$ cat config.mk
export PLATFORM = sky130hd
export DESIGN_NAME = multicycle_ctrl_flat
export DESIGN_NICKNAME = d
export VERILOG_FILES = /design/src/rtl/multicycle_ctrl_if.sv /design/src/rtl/multicycle_ctrl.sv /design/src/flat_wrapper.sv
export SDC_FILE = /design/constraint.sdc
export NUM_CORES = 1
export LEC_CHECK = 0
export ABC_AREA = 1
export BUFFER_PORTS_ARGS = -buffer_cell sky130_fd_sc_hd__buf_2
export CORE_UTILIZATION = 54
export DETAILED_ROUTE_END_ITERATION = 10
export PLACE_DENSITY = 0.91
export SLEW_MARGIN = 25
export SYNTH_ARGS = -nofsm -noshare
export SYNTH_HDL_FRONTEND = slang
export SYNTH_SLANG_ARGS = --single-unit
$ cat constraint.sdc
create_clock -name clk -period 1.9 [get_ports clk]
set_clock_uncertainty 0.15 [all_clocks]
set_input_delay 0.095 -clock clk [delete_from_list [all_inputs] [get_ports clk]]
set_output_delay 0.095 -clock clk [all_outputs]
set_load 0.02 [all_outputs]
$ cat src/rtl/multicycle_ctrl_if.sv
// Control/datapath handshake bundle for the multicycle controller.
//   run, opcode, zero, mem_ready      : datapath/environment -> controller
//   pc_we, ir_we, reg_we, mem_re,
//   mem_we, regdst, alu_src, mem2reg,
//   pc_src[1:0]                       : controller -> datapath
// master = controller side, slave = datapath side.
interface multicycle_ctrl_if;
    logic       run;
    logic [5:0] opcode;
    logic       zero;
    logic       mem_ready;
    logic       pc_we;
    logic       ir_we;
    logic       reg_we;
    logic       mem_re;
    logic       mem_we;
    logic       regdst;
    logic       alu_src;
    logic       mem2reg;
    logic [1:0] pc_src;

    modport master (
        input  run, opcode, zero, mem_ready,
        output pc_we, ir_we, reg_we, mem_re, mem_we, regdst, alu_src, mem2reg, pc_src
    );

    modport slave (
        output run, opcode, zero, mem_ready,
        input  pc_we, ir_we, reg_we, mem_re, mem_we, regdst, alu_src, mem2reg, pc_src
    );
endinterface

$ cat src/rtl/multicycle_ctrl.sv
// Multicycle MIPS-subset control FSM.
//   clk, rst_n : clock, asynchronous active-low reset
//   bus        : multicycle_ctrl_if.master (fetch enable, opcode, ALU zero,
//                memory ready in; datapath enables and mux selects out)
//   state      : current FSM state (FETCH=0 .. HALT=5)
//   fault      : 0 none, 1 illegal opcode/state, 2 memory timeout (sticky)
//   retired    : wrapping count of completed instructions
// Datapath outputs are combinational from the state, latched instruction
// class, zero and mem_ready; only DECODE looks at the live opcode.
module multicycle_ctrl #(
    parameter int unsigned MEM_TIMEOUT = 16,
    parameter int unsigned RET_W       = 16
) (
    input  logic                 clk,
    input  logic                 rst_n,
    multicycle_ctrl_if.master    bus,
    output logic [2:0]           state,
    output logic [1:0]           fault,
    output logic [RET_W-1:0]     retired
);

    localparam int unsigned CNT_W = (MEM_TIMEOUT > 1) ? $clog2(MEM_TIMEOUT) : 1;

    localparam logic [5:0] OP_R    = 6'b000000;
    localparam logic [5:0] OP_ADDI = 6'b001000;
    localparam logic [5:0] OP_LW   = 6'b100011;
    localparam logic [5:0] OP_SW   = 6'b101011;
    localparam logic [5:0] OP_BEQ  = 6'b000100;
    localparam logic [5:0] OP_J    = 6'b000010;

    localparam logic [1:0] FAULT_NONE = 2'd0;
    localparam logic [1:0] FAULT_ILL  = 2'd1;
    localparam logic [1:0] FAULT_MEM  = 2'd2;

    typedef enum logic [2:0] {
        S_FETCH  = 3'd0,
        S_DECODE = 3'd1,
        S_EXEC   = 3'd2,
        S_MEM    = 3'd3,
        S_WB     = 3'd4,
        S_HALT   = 3'd5
    } state_t;

    typedef enum logic [2:0] {
        C_R, C_ADDI, C_LW, C_SW, C_BEQ, C_J, C_ILL
    } iclass_t;

    state_t               state_q, state_d;
    iclass_t              class_q, class_d, dec_class;
    logic [1:0]           fault_q, fault_d;
    logic [CNT_W-1:0]     wait_q, wait_d;
    logic [RET_W-1:0]     retired_q;
    logic                 ret_inc;

    logic                 pc_we_c, ir_we_c, reg_we_c, mem_re_c, mem_we_c;
    logic                 regdst_c, alu_src_c, mem2reg_c;
    logic [1:0]           pc_src_c;

    // Opcode to instruction class
    always_comb begin
        case (bus.opcode)
            OP_R:    dec_class = C_R;
            OP_ADDI: dec_class = C_ADDI;
            OP_LW:   dec_class = C_LW;
            OP_SW:   dec_class = C_SW;
            OP_BEQ:  dec_class = C_BEQ;
            OP_J:    dec_class = C_J;
            default: dec_class = C_ILL;
        endcase
    end

    // Next state, bookkeeping and datapath controls
    always_comb begin
        state_d   = state_q;
        class_d   = class_q;
        fault_d   = fault_q;
        wait_d    = wait_q;
        ret_inc   = 1'b0;
        pc_we_c   = 1'b0;
        ir_we_c   = 1'b0;
        reg_we_c  = 1'b0;
        mem_re_c  = 1'b0;
        mem_we_c  = 1'b0;
        regdst_c  = 1'b0;
        alu_src_c = 1'b0;
        mem2reg_c = 1'b0;
        pc_src_c  = 2'd0;

        case (state_q)
            S_FETCH: begin
                if (bus.run) begin
                    ir_we_c = 1'b1;
                    state_d = S_DECODE;
                end
            end
            S_DECODE: begin
                class_d = dec_class;
                case (dec_class)
                    C_J: begin
                        pc_we_c  = 1'b1;
                        pc_src_c = 2'd2;
                        ret_inc  = 1'b1;
                        state_d  = S_FETCH;
                    end
                    C_ILL: begin
                        state_d = S_HALT;
                        fault_d = FAULT_ILL;
                    end
                    default: state_d = S_EXEC;
                endcase
            end
            S_EXEC: begin
                alu_src_c = (class_q == C_ADDI) || (class_q == C_LW) || (class_q == C_SW);
                case (class_q)
                    C_R, C_ADDI: state_d = S_WB;
                    C_LW, C_SW: begin
                        wait_d  = '0;
                        state_d = S_MEM;
                    end
                    C_BEQ: begin
                        pc_we_c  = 1'b1;
                        pc_src_c = {1'b0, bus.zero};
                        ret_inc  = 1'b1;
                        state_d  = S_FETCH;
                    end
                    default: begin
                        state_d = S_HALT;
                        fault_d = FAULT_ILL;
                    end
                endcase
            end
            S_MEM: begin
                mem_re_c = (class_q == C_LW);
                mem_we_c = (class_q == C_SW);
                if (bus.mem_ready) begin
                    if (class_q == C_SW) begin
                        pc_we_c = 1'b1;
                        ret_inc = 1'b1;
                        state_d = S_FETCH;
                    end else begin
                        state_d = S_WB;
                    end
                end else if (wait_q == CNT_W'(MEM_TIMEOUT - 1)) begin
                    // Last permitted wait cycle without ready: give up.
                    state_d = S_HALT;
                    fault_d = FAULT_MEM;
                end else begin
                    wait_d = wait_q + CNT_W'(1);
                end
            end
            S_WB: begin
                reg_we_c  = 1'b1;
                pc_we_c   = 1'b1;
                regdst_c  = (class_q == C_R);
                mem2reg_c = (class_q != C_LW);
                ret_inc   = 1'b1;
                state_d   = S_FETCH;
            end
            S_HALT: state_d = S_HALT;
            default: begin
                state_d = S_HALT;
                fault_d = FAULT_ILL;
            end
        endcase

        // Enables must drop the moment reset asserts, not at the next edge.
        if (!rst_n) begin
            pc_we_c  = 1'b0;
            ir_we_c  = 1'b0;
            reg_we_c = 1'b0;
            mem_re_c = 1'b0;
            mem_we_c = 1'b0;
        end
    end

    // State and bookkeeping registers
    always_ff @(posedge clk or negedge rst_n) begin
        if (!rst_n) begin
            state_q   <= S_FETCH;
            class_q   <= C_R;
            fault_q   <= FAULT_NONE;
            wait_q    <= '0;
            retired_q <= '0;
        end else begin
            state_q <= state_d;
            class_q <= class_d;
            fault_q <= fault_d;
            wait_q  <= wait_d;
            if (ret_inc) begin
                retired_q <= retired_q + RET_W'(1);
            end
        end
    end

    assign bus.pc_we   = pc_we_c;
    assign bus.ir_we   = ir_we_c;
    assign bus.reg_we  = reg_we_c;
    assign bus.mem_re  = mem_re_c;
    assign bus.mem_we  = mem_we_c;
    assign bus.regdst  = regdst_c;
    assign bus.alu_src = alu_src_c;
    assign bus.mem2reg = mem2reg_c;
    assign bus.pc_src  = pc_src_c;

    assign state   = state_q;
    assign fault   = fault_q;
    assign retired = retired_q;

endmodule

$ cat src/flat_wrapper.sv
// flat-port wrapper written by rule: the top's interface ports become plain ports
module multicycle_ctrl_flat 
#(
    parameter int unsigned MEM_TIMEOUT = 16,
    parameter int unsigned RET_W       = 16
)
  (clk, rst_n, state, fault, retired, bus_run, bus_opcode, bus_zero, bus_mem_ready, bus_pc_we, bus_ir_we, bus_reg_we, bus_mem_re, bus_mem_we, bus_regdst, bus_alu_src, bus_mem2reg, bus_pc_src);
  multicycle_ctrl_if bus_i ();
  input  logic clk;
  input  logic rst_n;
  output logic [2:0] state;
  output logic [1:0] fault;
  output logic [RET_W-1:0] retired;
  input wire logic [$bits(bus_i.run)-1:0] bus_run;
  input wire logic [$bits(bus_i.opcode)-1:0] bus_opcode;
  input wire logic [$bits(bus_i.zero)-1:0] bus_zero;
  input wire logic [$bits(bus_i.mem_ready)-1:0] bus_mem_ready;
  output wire logic [$bits(bus_i.pc_we)-1:0] bus_pc_we;
  output wire logic [$bits(bus_i.ir_we)-1:0] bus_ir_we;
  output wire logic [$bits(bus_i.reg_we)-1:0] bus_reg_we;
  output wire logic [$bits(bus_i.mem_re)-1:0] bus_mem_re;
  output wire logic [$bits(bus_i.mem_we)-1:0] bus_mem_we;
  output wire logic [$bits(bus_i.regdst)-1:0] bus_regdst;
  output wire logic [$bits(bus_i.alu_src)-1:0] bus_alu_src;
  output wire logic [$bits(bus_i.mem2reg)-1:0] bus_mem2reg;
  output wire logic [$bits(bus_i.pc_src)-1:0] bus_pc_src;
  assign bus_i.run = bus_run;
  assign bus_i.opcode = bus_opcode;
  assign bus_i.zero = bus_zero;
  assign bus_i.mem_ready = bus_mem_ready;
  assign bus_pc_we = bus_i.pc_we;
  assign bus_ir_we = bus_i.ir_we;
  assign bus_reg_we = bus_i.reg_we;
  assign bus_mem_re = bus_i.mem_re;
  assign bus_mem_we = bus_i.mem_we;
  assign bus_regdst = bus_i.regdst;
  assign bus_alu_src = bus_i.alu_src;
  assign bus_mem2reg = bus_i.mem2reg;
  assign bus_pc_src = bus_i.pc_src;
  multicycle_ctrl #(.MEM_TIMEOUT(MEM_TIMEOUT), .RET_W(RET_W)) u_core (.clk(clk), .rst_n(rst_n), .bus(bus_i), .state(state), .fault(fault), .retired(retired));
endmodule
# After elaboration in Yosys (flattened, before gate mapping)
# Index checks and enable logic that the tools add are counted.
[op_classes] addsub=2 n_eq_ne=26 muxes=38 bitwise_logic=1 reduce_logical=13
[ops] op="two-way mux 1 bit" n=18
[ops] op="one-hot mux 3 bit (6 select lines)" n=1
[ops] op="adder 16 x 1 -> 16 bit (second input constant)" n=1
[ops] op="== test 3 bit (second input constant)" n=5
[ops] op="one-hot mux 3 bit (5 select lines)" n=1
[ops] op="== test 3 x 2 -> 1 bit (second input constant)" n=4
[ops] op="== test 6 bit (second input constant)" n=2
[ops] op="two-way mux 3 bit" n=4
[ops] op="two-way mux 4 bit" n=3
[ops] op="two-way mux 2 bit" n=5
[ops] op="one-hot mux 3 bit (3 select lines)" n=1
[ops] op="inequality test 2 bit (second input constant)" n=4
[ops] op="one-hot mux 2 bit (4 select lines)" n=1
[ops] op="one-hot mux 4 bit (2 select lines)" n=1
[ops] op="== test 3 x 1 -> 1 bit (second input constant)" n=2
[ops] op="== test 6 x 2 -> 1 bit (second input constant)" n=1
[ops] op="== test 6 x 3 -> 1 bit (second input constant)" n=1
[ops] op="== test 6 x 4 -> 1 bit (second input constant)" n=1
[ops] op="logical NOT 3 bit" n=2
[ops] op="logical NOT 6 bit" n=1
[ops] op="inequality test 2 x 1 -> 1 bit (second input constant)" n=3
[ops] op="inequality test 3 x 2 -> 1 bit (second input constant)" n=2
[ops] op="one-hot mux 3 bit (2 select lines)" n=1
[ops] op="AND reduction 5 bit" n=1
[ops] op="other kinds (12)" n=14
[totals] regBits=28 out_inout_bits=31 elab_cells=85

# Logic depth before layout (Yosys ltp)
# Gate-level depths: netlist of the first run.
[depth] word_depth=6 depth_mapped=9

# Worst setup path before layout of the first run
# Ideal clock, no wire load.
[synth_timing] kind="register -> output" startpoint="reg u_core.state_q[1], in the netlist u_core.state[1]" endpoint="out bus_mem_re" t_arrival_ns=1.610 path_slack_ns=0.045 stages_incl_launch_ff=5 path_buffers=0 path_cell_list="dfrtp_1 -> nand2_4 -> nor2_8 -> inv_2 -> nor4_1"
[synth_between] elab_chain_cells=3
[synth_lines] element="from (decl)" line_no="multicycle_ctrl.sv:48" rtl="state_t state_q, state_d;"
[synth_lines] element="from (signal assigned)" line_no="multicycle_ctrl.sv:185" rtl="state_q <= state_d;"
[synth_lines] element="== test 3 x 2 -> 1 bit" line_no="multicycle_ctrl.sv:89" rtl="case (state_q)"
[synth_lines] element="two-way mux 1 bit" line_no="multicycle_ctrl.sv:89"
[synth_lines] element="two-way mux 1 bit" line_no="multicycle_ctrl.sv:167" rtl="if (!rst_n) begin"
[synth_lines] element="to (decl)" line_no="flat_wrapper.sv:21" rtl="output wire logic [$bits(bus_i.mem_re)-1:0] bus_mem_re;"
# Every way passes these cells.

# Worst setup path in the final report of the first run
[layout_timing] startpoint="reg u_core.state_q[2], in the netlist u_core.state[2]" endpoint="out bus_pc_we"
[layout_between] elab_chain_cells=3 elab_cells_between_ends=6
[layout_lines] element="== test 3 bit (tied with other cells)" line_no="multicycle_ctrl.sv:89"
[layout_lines] element="one-hot mux 1 bit (4 select lines) (*)" line_no="multicycle_ctrl.sv:89"
[layout_lines] element="two-way mux 1 bit (*)" line_no="multicycle_ctrl.sv:167"
[layout_lines] element="to (decl)" line_no="flat_wrapper.sv:18" rtl="output wire logic [$bits(bus_i.pc_we)-1:0] bus_pc_we;"
# Every way passes the cells marked *; elsewhere a longest branch is shown, timed or not.

==> results of run 1 <==
[power by group through the flow]
stage | registers, uW | logic [uW] | clock network, uW
final | 878 | 1290 | 290
after global routing | 894 | 1420 | 324
after global placement | 875 | 1040 | 0
after CTS | 867 | 1200 | 296
after detailed placement | 883 | 1060 | 0
after floorplan | 963 | 702 | 0
[through the flow]
stage	std cells	setup slack (ns)	total power [uW]	util (%)
3_5_place_dp	329	0.171	1940	67.2
4_1_cts	346	0.0106	2360	72.8
2_1_floorplan	241	0.0454	1660	-
5_1_grt	350	-0.0449	2630	74.5
6_report	350	0.0112	2460	74.5
3_3_place_gp	329	0.215	1920	67.2
[cell type report]
class | count | area, sq um
fill | 224 | 797
tap | 44 | 55.1
timing repair buffer | 63 | 385
clock buffer | 4 | 36.3
inverter | 35 | 139
sequential | 28 | 707
multi-input combinational | 176 | 1010
[state kept, by name, summed over array words and instances, names as in the netlist]
register	count
u_core.retired	16
u_core.wait_q	4
u_core.state	3
u_core.fault	2
u_core.class_q	3
[metal layers]
layer  track usage [%]  wire length [um]  up-vias
met4              7.31                55        0
met1              33.2              1950      866
li1                  -                 -      906
met2              43.8              2180       49
met5                 0                 0        -
met3              5.41               224        8
[cells in the final DEF, fill, tap and decap left out, types with 4 or more instances in the layout]
cell,instances
nor3_1,5
nor2_1,20
nand2_1,62
nand4_1,9
nor2_4,4
o21ai_1,7
buf_2,39
a21oi_1,7
dlygate4sd3_1,4
nand3_1,20
inv_1,28
o21ai_0,7
nand2_2,5
dfrtp_2,5
nor2_2,5
buf_4,20
dfrtp_1,23
[critical path, delay by kind of cell (launching register included)]
family,cells,cell delay (ns)
and+or+nand+nor,5,0.47
buffers and inverters,3,0.37
DFF,1,0.48
[timing repair]
action                                  CTS  global route
gates resized for setup                  12             7
setup buffers                             9             4
hold buffers                              4             0
endpoints found under the setup margin    3             3
pin swaps                                 4             6
hold endpoints to repair                 31             0
gates cloned                              0             0
[logic make-up after synthesis]
kind of cell,after synthesis,share of synthesized area (%)
AND/OR/NAND/NOR,144,40.8
adder cells (fa/ha/maj),2,1.37
AO/OA/AOI/OAI,23,7.04
flip-flops,28,38.3
XOR/XNOR,6,3.28
multiplexers,1,0.547
buffers and inverters,37,8.62
[worst min-delay path by stage]
stage | to | slack (ns) | depth (start not counted)
2_1_floorplan | u_core.class_q[0] | -0.35 | 0
3_5_place_dp | u_core.wait_q[1] | -0.17 | 1
6_report | u_core.wait_q[1] | 0.00007 | 2
4_1_cts | u_core.wait_q[1] | 0.002 | 2
3_3_place_gp | u_core.wait_q[3] | -0.16 | 1
5_1_grt | u_core.wait_q[1] | 0.003 | 2
==> metrics.md, run 1 <==
| Metric | Value |
|---|---|
| Clock Latency Late Sink | 0.34 ns |
| Hold Violations, Final | 0 |
| Clk network pwr share | 11.8% |
| GP Congestion | 0.907 |
| Yosys top cell by area | dfrtp_1 |
| Register share of total power | 35.7% |
| Critical Path Start Type | register |
| H-Tree Depth | 1 |
| Worst-Margin Slew | 0.359 ns |
| Io pins | 42 |
| Fmax | 529 MHz |
| Min cycle time layout | 1.89 ns |
| Final Instance Area | 2330 sq um |
| Period utilization | 99.4% |
| Initial antenna violation count | 0 |
| Synth Register Bits | 28 |
| CP max FO | 4 |
| Worst slew margin | 76.0% |
| Critical Path, Cell by Cell | buf_4, nand2_2, inv_2, nor2_4, nand2_2, nor2_4, nor2_2, buf_4 |
| Initial Util | 58.5% |
| CTS Sinks | 28 |
| Sw Ratio | 46.0% |
| Cell count after synthesis | 241 |
| Critical Path RT | 1.65 ns |
| GRT Util Overall | 25.9% |
| I/O Buffers | 41 |
| Worst setup path startpoint | u_core.state[2] |
| R2R Setup Slk | 0.18 ns |
| Synth Cell Area | 1830 sq um |
| IR drop worst, VDD | 0.000866 V |
| Initial DRC Count | 131 |
| CTS Buffer Depth | 2 |
| Run status | complete, no violations |
| Final ANT Viol Nets | 0 |
| Ys flop type | dfrtp_1 |
| CORE AREA | 3130 sq um |
| Die Footprint | 3620 sq um |
| CP endpoint | bus_pc_we |
| Max-Cap Viols | 0 |
| Root Buffer | clkbuf_4 |
| Routed WL per cell | 12.6 um |
| Rows | 20 |
| Die height | 60.2 um |
| Max Transition Viols Final | 0 |
| Int Power | 1330 uW |
| Distinct cell type count after synthesis | 33 |
| Worst path max stage delay | 0.48 ns |
| Largest net degree at the start of global routing | 23 |
| R2R depth | 7 |
| Synth top area share | 38.3% |
| Nets | 320 |
| Min-delay worst type | input port to async pin |
| Post-Route WL | 4410 um |
| Comb pwr share | 52.5% |
| Leakage power figure | 0.00124 uW |
| DP Wirelength | 3140 um |
| Die width | 60.2 um |
| CTS Buf Count | 3 |
| Crit Path Class | register to primary output |
| Most numerous cell in the Yosys netlist | nand2_1 |
| R2r endpoint | u_core.retired[15] |
| Post-synthesis sequential area ratio | 38.3% |
| Post-synth top cells | 64 x nand2_1, 28 x dfrtp_1, 28 x inv_1 |
| Placed inst area | 2100 sq um |
| Setup tns final | 0 ns |
| Syn_nets | 254 |
| RSZ-0062 raised after global routing | true |
| Critical path capture point type | primary output |
| Net Sw Power | 1130 uW |
| DR DRC count | 0 |
| Worst hold slack | 0.0000740 ns |
| Crit path DAT | 1.64 ns |
| Share of layout cells above drive strength 1 | 33.0% |
| Avg Cell Area, Syn | 7.59 sq um |
| Slowest CP cell | dfrtp_2 |
| Pwr Density | 1050 nW/um^2 |
| CTS clk-pin slew, worst paths | 0.13 ns |
| Via/cell ratio | 5.23 |
| Overflow left after global routing | 0 |
| Number of synthesized flops with an enable pin | 0 |
| Synth Warn # | 0 |
| Worst flop-to-flop path startpoint | u_core.state[2] |
| Ys async rst share | 100% |
| Vias in the first global route | 1639 |
| Vias | 1829 |
| Synth top area cells | dfrtp_1 38%, nand2_1 13%, inv_1 5.7% |
| # diodes | 0 |
| Detailed Routing Iterations Pass 1 | 5 |
| Syn-to-layout area delta | 27.4% |
| First-pass GRT wire length | 7010 um |
| # setup viols final | 0 |
| CTS tree | done |
Note: power is estimated with default switching activity, not from simulation.
==> run 2, diff against run 1 <==
==> constraint.sdc (replaced) <==
create_clock -name clk -period 1.9 [get_ports clk]
set_clock_uncertainty 0.15 [all_clocks]
set_input_delay 0.38 -clock clk [delete_from_list [all_inputs] [get_ports clk]]
set_output_delay 0.38 -clock clk [all_outputs]
set_load 0.02 [all_outputs]
==> metrics.md, run 2 (synthesized netlist as in run 1, its figures left out) <==
| Metric | Value |
|---|---|
| Overflow left after global routing | 0 (unchanged) |
| Io pins | 42 (unchanged) |
| Fmax | 459 MHz (-13%) |
| Leading cell type in the layout, fill and taps excluded | nand2_1 |
| Failing checks | setup timing |
| Initial antenna violation count | 0 (unchanged) |
| Worst-Margin Slew | 0.479 ns (+0.120 ns) |
| Period utilization | 115% (+15 points) |
| CTS Buf Count | 3 (unchanged) |
| CTS Buffer Depth | 2 (unchanged) |
| R2r endpoint | u_core.fault[1] |
| Final ANT Viol Nets | 0 (unchanged) |
| Via/cell ratio | 5.90 (+13%) |
| First-pass GRT wire length | 8350 um (+19%) |
| Post-Route WL | 6270 um (+42%) |
| Critical Path RT | 1.37 ns (-0.28 ns) |
| DR DRC count | 0 (unchanged) |
| # setup viols final | 12 (+12) |
| Worst path max stage delay | 0.50 ns (+0.02 ns) |
| Detailed Routing Iterations Pass 1 | 6 (+1) |
| Die Footprint | 3620 sq um (unchanged) |
| Final std cells w/o fill | 360 (+2.9%) |
| Worst slew margin | 67.7% (-8.2 points) |
| CORE AREA | 3130 sq um (unchanged) |
| Min-delay worst type | input port to register |
| Critical Path Start Type | register |
| CP max FO | 4 (unchanged) |
| Max Transition Viols Final | 0 (unchanged) |
| Die width | 60.2 um (unchanged) |
| Slowest CP cell | dfrtp_2 |
| Die height | 60.2 um (unchanged) |
| Run status | finished with violations |
| Critical Path, Cell by Cell | buf_6, nand2_2, inv_2, nor2_4, nand2_2, nor2_4, nor2_4, buf_6 |
| Max-Cap Viols | 0 (unchanged) |
| Commonest cells after routing, fill and taps aside | 61 x nand2_1, 31 x buf_2, 31 x buf_4 |
| # diodes | 0 (unchanged) |
| Rows | 20 (unchanged) |
| IR drop worst, VDD | 0.000930 V (+7.4%) |
| Crit path DAT | 1.65 ns (about the same) |
| Share of layout cells above drive strength 1 | 38.3% (+5.3 points) |
| Placed insts | 337 (+2.4%) |
| CTS tree | done |
| I/O Buffers | 41 (unchanged) |
| Vias in the first global route | 1844 (+13%) |
| Crit path max-delay family | flip-flops |
| Fillers | 182 (-19%) |
| Routed WL per cell | 17.4 um (+38%) |
| Root Buffer | clkbuf_4 |
| DP Wirelength | 3430 um (+9.2%) |
| Power Total | 2850 uW (+16%) |
| Worst setup margin | -0.280 ns (-0.291 ns) |
| H-Tree Depth | 1 (unchanged) |
| CTS Sinks | 28 (unchanged) |
| R2R depth | 9 (+2) |
| Hold Violations, Final | 0 (unchanged) |
| Crit Path Class | register to primary output |
| Largest net degree at the start of global routing | 23 (unchanged) |
| GRT Util Overall | 31.7% (+5.8 points) |
| GP Congestion | 0.895 (-1.4%) |
| Clock Latency Late Sink | 0.35 ns (about the same) |
| Hold path depth | 3 |
| Min cycle time layout | 2.18 ns (+0.291 ns) |
| Initial Util | 58.5% (unchanged) |
| Min-Delay Endpoint | u_core.state[0] |
| Vias | 2124 (+16%) |
| Worst flop-to-flop path startpoint | u_core.state[1] |
| Hold Startpoint | bus_run |
| RSZ-0062 raised after global routing | true |
| Setup tns final | -2.20 ns (-2.20 ns) |
| CTS clk-pin slew, worst paths | 0.17 ns (+0.04 ns) |
| Initial DRC Count | 191 (+46%) |
| Pwr Density | 1130 nW/um^2 (+6.9%) |
| Leakage power figure | 0.00132 uW (+6.6%) |
| Syn-to-layout area delta | 38.2% |
| Final Util | 80.8% (+6.3 points) |
| Crit path buf inv count | 3 (unchanged) |
| Most frequent CP cell | nor2_4 |
| R2R Setup Slk | -0.03 ns (-0.21 ns) |
| Largest register FFs | 16 (unchanged) |
| Critical path capture point type | primary output |
| Nets | 330 (+3.1%) |
==> run 2: where the power goes <==
| group | switching (uW) | total, uW | internal, uW | leakage [uW] |
|---|---|---|---|---|
| Combinational | 943 | 1530 | 584 | 0.000924 |
| Sequential | 180 | 904 | 724 | 0.000365 |
| Clock | 205 | 418 | 214 | 0.0000279 |
| Total | 1330 | 2850 | 1520 | 0.00132 |
==> run 2: area by class of cell <==
cell class / count / area, sq um / area share (%)
clock buffers: 3 / 22.5 / 0.891
clock inverters: 1 / 30.0 / 1.19
inverters: 35 / 141 / 5.59
multi-input cells: 176 / 1050 / 41.7
flip-flops and latches: 28 / 707 / 28.0
well taps: 44 / 55.1 / 2.18
repair buffers: 73 / 518 / 20.5
==> run 2: tightest hold or removal path, cell delays in order <==
cell	delay [ns]
buf_2	0.09
nor2_1	0.05
a21oi_1	0.11
==> run 2: layer usage <==
layer  wire length (um)  vias up  track usage (%)
met5                  0        -                0
met4                418        0             16.3
met3                547       53             6.06
met2               3030      154             54.9
met1               2280      986             36.7
li1                   -      931                -
==> run 2: how the worst max path moves through the flow <==
stage               depth (start not counted)  slack (ns)             from        end
floorplan                                   6       -0.01  u_core.state[0]  bus_pc_we
global placement                            7        0.05    bus_opcode[5]  bus_pc_we
detailed placement                          7        0.01    bus_opcode[5]  bus_pc_we
CTS                                         8       -0.21  u_core.state[1]  bus_pc_we
global route                                6       -0.36  u_core.state[2]  bus_ir_we
finish                                      8       -0.28  u_core.state[2]  bus_pc_we
==> run 2: timing repair <==
| item | 4_1_cts | 5_1_grt |
|---|---|---|
| gates resized for setup | 20 | 19 |
| pin swaps | 6 | 11 |
| endpoints found under the setup margin | 10 | 17 |
| hold endpoints to repair | 28 | 0 |
| buffers inserted | 13 | 4 |
| hold buffers | 2 | 0 |
==> run 2: metrics by stage <==
| stage | hold WS, ns | worst slack, ns | cell area [sq um] |
|---|---|---|---|
| final | 0.165 | -0.280 | 2530 |
| after global routing | 0.202 | -0.362 | 2530 |
| after CTS | 0.159 | -0.207 | 2420 |
| after detailed placement | 0.208 | 0.0124 | 2190 |
| after global placement | 0.189 | 0.0517 | 2190 |
| after floorplan | -0.0656 | -0.0114 | 1850 |
==> run 3, diff against run 2 <==
Settings changed: REMOVE_ABC_BUFFERS set to 1.
==> metrics.md, run 3 (synthesized netlist as in run 1, its figures left out) <==
| Metric | Value |
|---|---|
| Run status | finished with violations |
| Failing checks | setup timing |
| Io pins | 42 (unchanged) |
| DP Wirelength | 3250 um (-5.4%) |
| CORE AREA | 3130 sq um (unchanged) |
| Min-delay worst type | input port to register |
| Initial antenna violation count | 0 (unchanged) |
| Leakage power figure | 0.00134 uW (+1.6%) |
| Period utilization | 115% (+0.44 points) |
| Via/cell ratio | 5.76 (-2.4%) |
| Wl on met1 | 2420 um (+6.3%) |
| Placed inst area | 2180 sq um (-0.11%) |
| Critical Path, Cell by Cell | buf_4, nand2_2, inv_2, nor2_4, nand2_2, nor2_4, nor2_2, buf_6 |
| DR DRC count | 0 (unchanged) |
| Critical path capture point type | primary output |
| Nets | 332 (+0.61%) |
| Max Transition Viols Final | 0 (unchanged) |
| First-pass GRT wire length | 8470 um (+1.5%) |
| CTS Buf Count | 3 (unchanged) |
| Fillers | 170 (-6.6%) |
| Max-Cap Viols | 0 (unchanged) |
| Critical Path RT | 1.37 ns (about the same) |
| CTS Buffer Depth | 2 (unchanged) |
| Vias | 2084 (-1.9%) |
| Root Buffer | clkbuf_4 |
| # diodes | 0 (unchanged) |
| Sw Ratio | 46.4% (-0.25 points) |
| Die width | 60.2 um (unchanged) |
| Detailed Routing Iterations Pass 1 | 5 (-1) |
| CP Depth | 8 (unchanged) |
| Die height | 60.2 um (unchanged) |
| Initial DRC Count | 210 (+9.9%) |
| Worst hold slack | 0.275 ns (+0.109 ns) |
| Top layer in use | met4 |
| Worst path max stage delay | 0.51 ns (about the same) |
| Crit Path Class | register to primary output |
| Routed wl met3 | 452 um (-17%) |
| Overflow left after global routing | 0 (unchanged) |
| Rows | 20 (unchanged) |
| Largest register FFs | 16 (unchanged) |
| Hold Violations, Final | 0 (unchanged) |
| Share of layout cells above drive strength 1 | 40.3% (+2.0 points) |
| GP Congestion | 0.939 (+5.0%) |
| Worst setup margin | -0.289 ns (-0.00843 ns) |
| Largest net degree at the start of global routing | 23 (unchanged) |
| R2R depth | 9 (unchanged) |
| DR WL met2 | 2820 um (-7.1%) |
| CTS clk-pin slew, worst paths | 0.16 ns (about the same) |
| I/O Buffers | 41 (unchanged) |
| # setup viols final | 15 (+3) |
| Commonest cells after routing, fill and taps aside | 60 x nand2_1, 32 x buf_2, 32 x buf_4 |
| Final Instance Area | 2560 sq um (+1.1%) |
| Initial Util | 58.5% (unchanged) |
| Min cycle time layout | 2.19 ns (+0.00843 ns) |
| H-Tree Depth | 1 (unchanged) |
| Register share of total power | 29.4% (-2.3 points) |
| Crit path max-delay family | flip-flops |
| Leading cell type in the layout, fill and taps excluded | nand2_1 |
| Final ANT Viol Nets | 0 (unchanged) |
| Net Sw Power | 1360 uW (+2.8%) |
| Final std cells w/o fill | 362 (+0.56%) |
| Die Footprint | 3620 sq um (unchanged) |
| Int Power | 1580 uW (+3.8%) |
| Vias in the first global route | 1900 (+3.0%) |
| CTS Sinks | 28 (unchanged) |
| CTS tree | done |
| Worst slew margin | 73.1% (+5.3 points) |
| Slowest CP cell | dfrtp_2 |
| Syn-to-layout area delta | 39.8% |
| Hold path depth | 5 (+2) |
| GRT Util Overall | 31.2% (-0.50 points) |
| Comb pwr share | 56.9% (+3.3 points) |
| RSZ-0062 raised after global routing | true |
| Worst-Margin Slew | 0.400 ns (-0.0791 ns) |
| Clk network pwr share | 13.6% (-1.1 points) |
| Routed WL per cell | 16.7 um (-4.3%) |
| Critical Path Start Type | register |
| Fmax | 457 MHz (-0.39%) |
| IR drop worst, VDD | 0.000630 V (-32%) |
| Placed insts | 340 (+0.89%) |
| CP max FO | 5 (+1) |
| Clock Latency Late Sink | 0.33 ns (-0.02 ns) |
| Crit path DAT | 1.66 ns (about the same) |
| Post-Route WL | 6040 um (-3.8%) |
| Crit path buf inv count | 3 (unchanged) |
| Pwr Density | 1150 nW/um^2 (+2.2%) |
## run 3: path summary, 6_finish.rpt
kind                                 endpoint  slack, ns          startpoint
hold / removal              u_core.class_q[0]       0.27       bus_opcode[3]
setup reg to reg              u_core.fault[0]      -0.04     u_core.state[1]
min in group asynchronous     u_core.state[1]       0.44               rst_n
setup / recovery                    bus_pc_we      -0.29     u_core.state[2]
hold reg to reg            u_core.retired[15]       0.37  u_core.retired[15]
max in group asynchronous     u_core.fault[1]       0.84               rst_n
## run 3: power groups by stage
stage          clock network, uW  registers (uW)  logic, uW
2_1_floorplan                  0             963        653
3_3_place_gp                   0             855       1140
3_5_place_dp                   0             859       1180
4_1_cts                      398             851       1340
5_1_grt                      430             880       1770
6_report                     401             867       1680
## run 3: what timing repair did
item / 4_1_cts / 5_1_grt
hold buffers: 1 / 1
setup buffers: 10 / 8
resized for setup: 22 / 29
endpoints found under the hold margin: 28 / 28
endpoints found under the setup margin: 10 / 20
pin swaps: 3 / 11
## run 3: final cells by class
cell class | instances | area, sq um | share of cell area [%]
clock buffers | 3 | 22.5 | 0.881
clock inverters | 1 | 30.0 | 1.17
inverters | 35 | 140 | 5.48
multi-input cells | 176 | 1080 | 42.3
flip-flops and latches | 28 | 704 | 27.5
well taps | 44 | 55.1 | 2.15
repair buffers | 75 | 523 | 20.5
## run 3: worst reg2reg max path, stage by stage (launching register included)
cell and delay [ns]:
dfrtp_2 0.53, buf_6 0.16, nand3_4 0.09, buf_6 0.12, buf_6 0.10, clkinvlp_4 0.13
a21oi_4 0.22, nand3_2 0.12, nand2_1 0.12, nand2_1 0.09
## run 3: stage by stage
| step | worst slack (ns) | util (%) | total power [uW] | setup TNS (ns) |
|---|---|---|---|---|
| after CTS | -0.206 | 76.2 | 2590 | -1.52 |
| after global placement | 0.115 | 69.8 | 2000 | 0 |
| after global routing | -0.350 | 81.8 | 3080 | -3.12 |
| final | -0.289 | 81.8 | 2940 | -2.14 |
| after floorplan | -0.240 | - | 1620 | -0.544 |
| after detailed placement | 0.0519 | 69.8 | 2040 | 0 |
## run 3: per-layer routing
metal / track usage [%] / vias up
met5: 0 / -
met1: 37.4 / 970
li1: - / 941
met2: 51.6 / 135
met3: 6.28 / 38
met4: 17.6 / 0
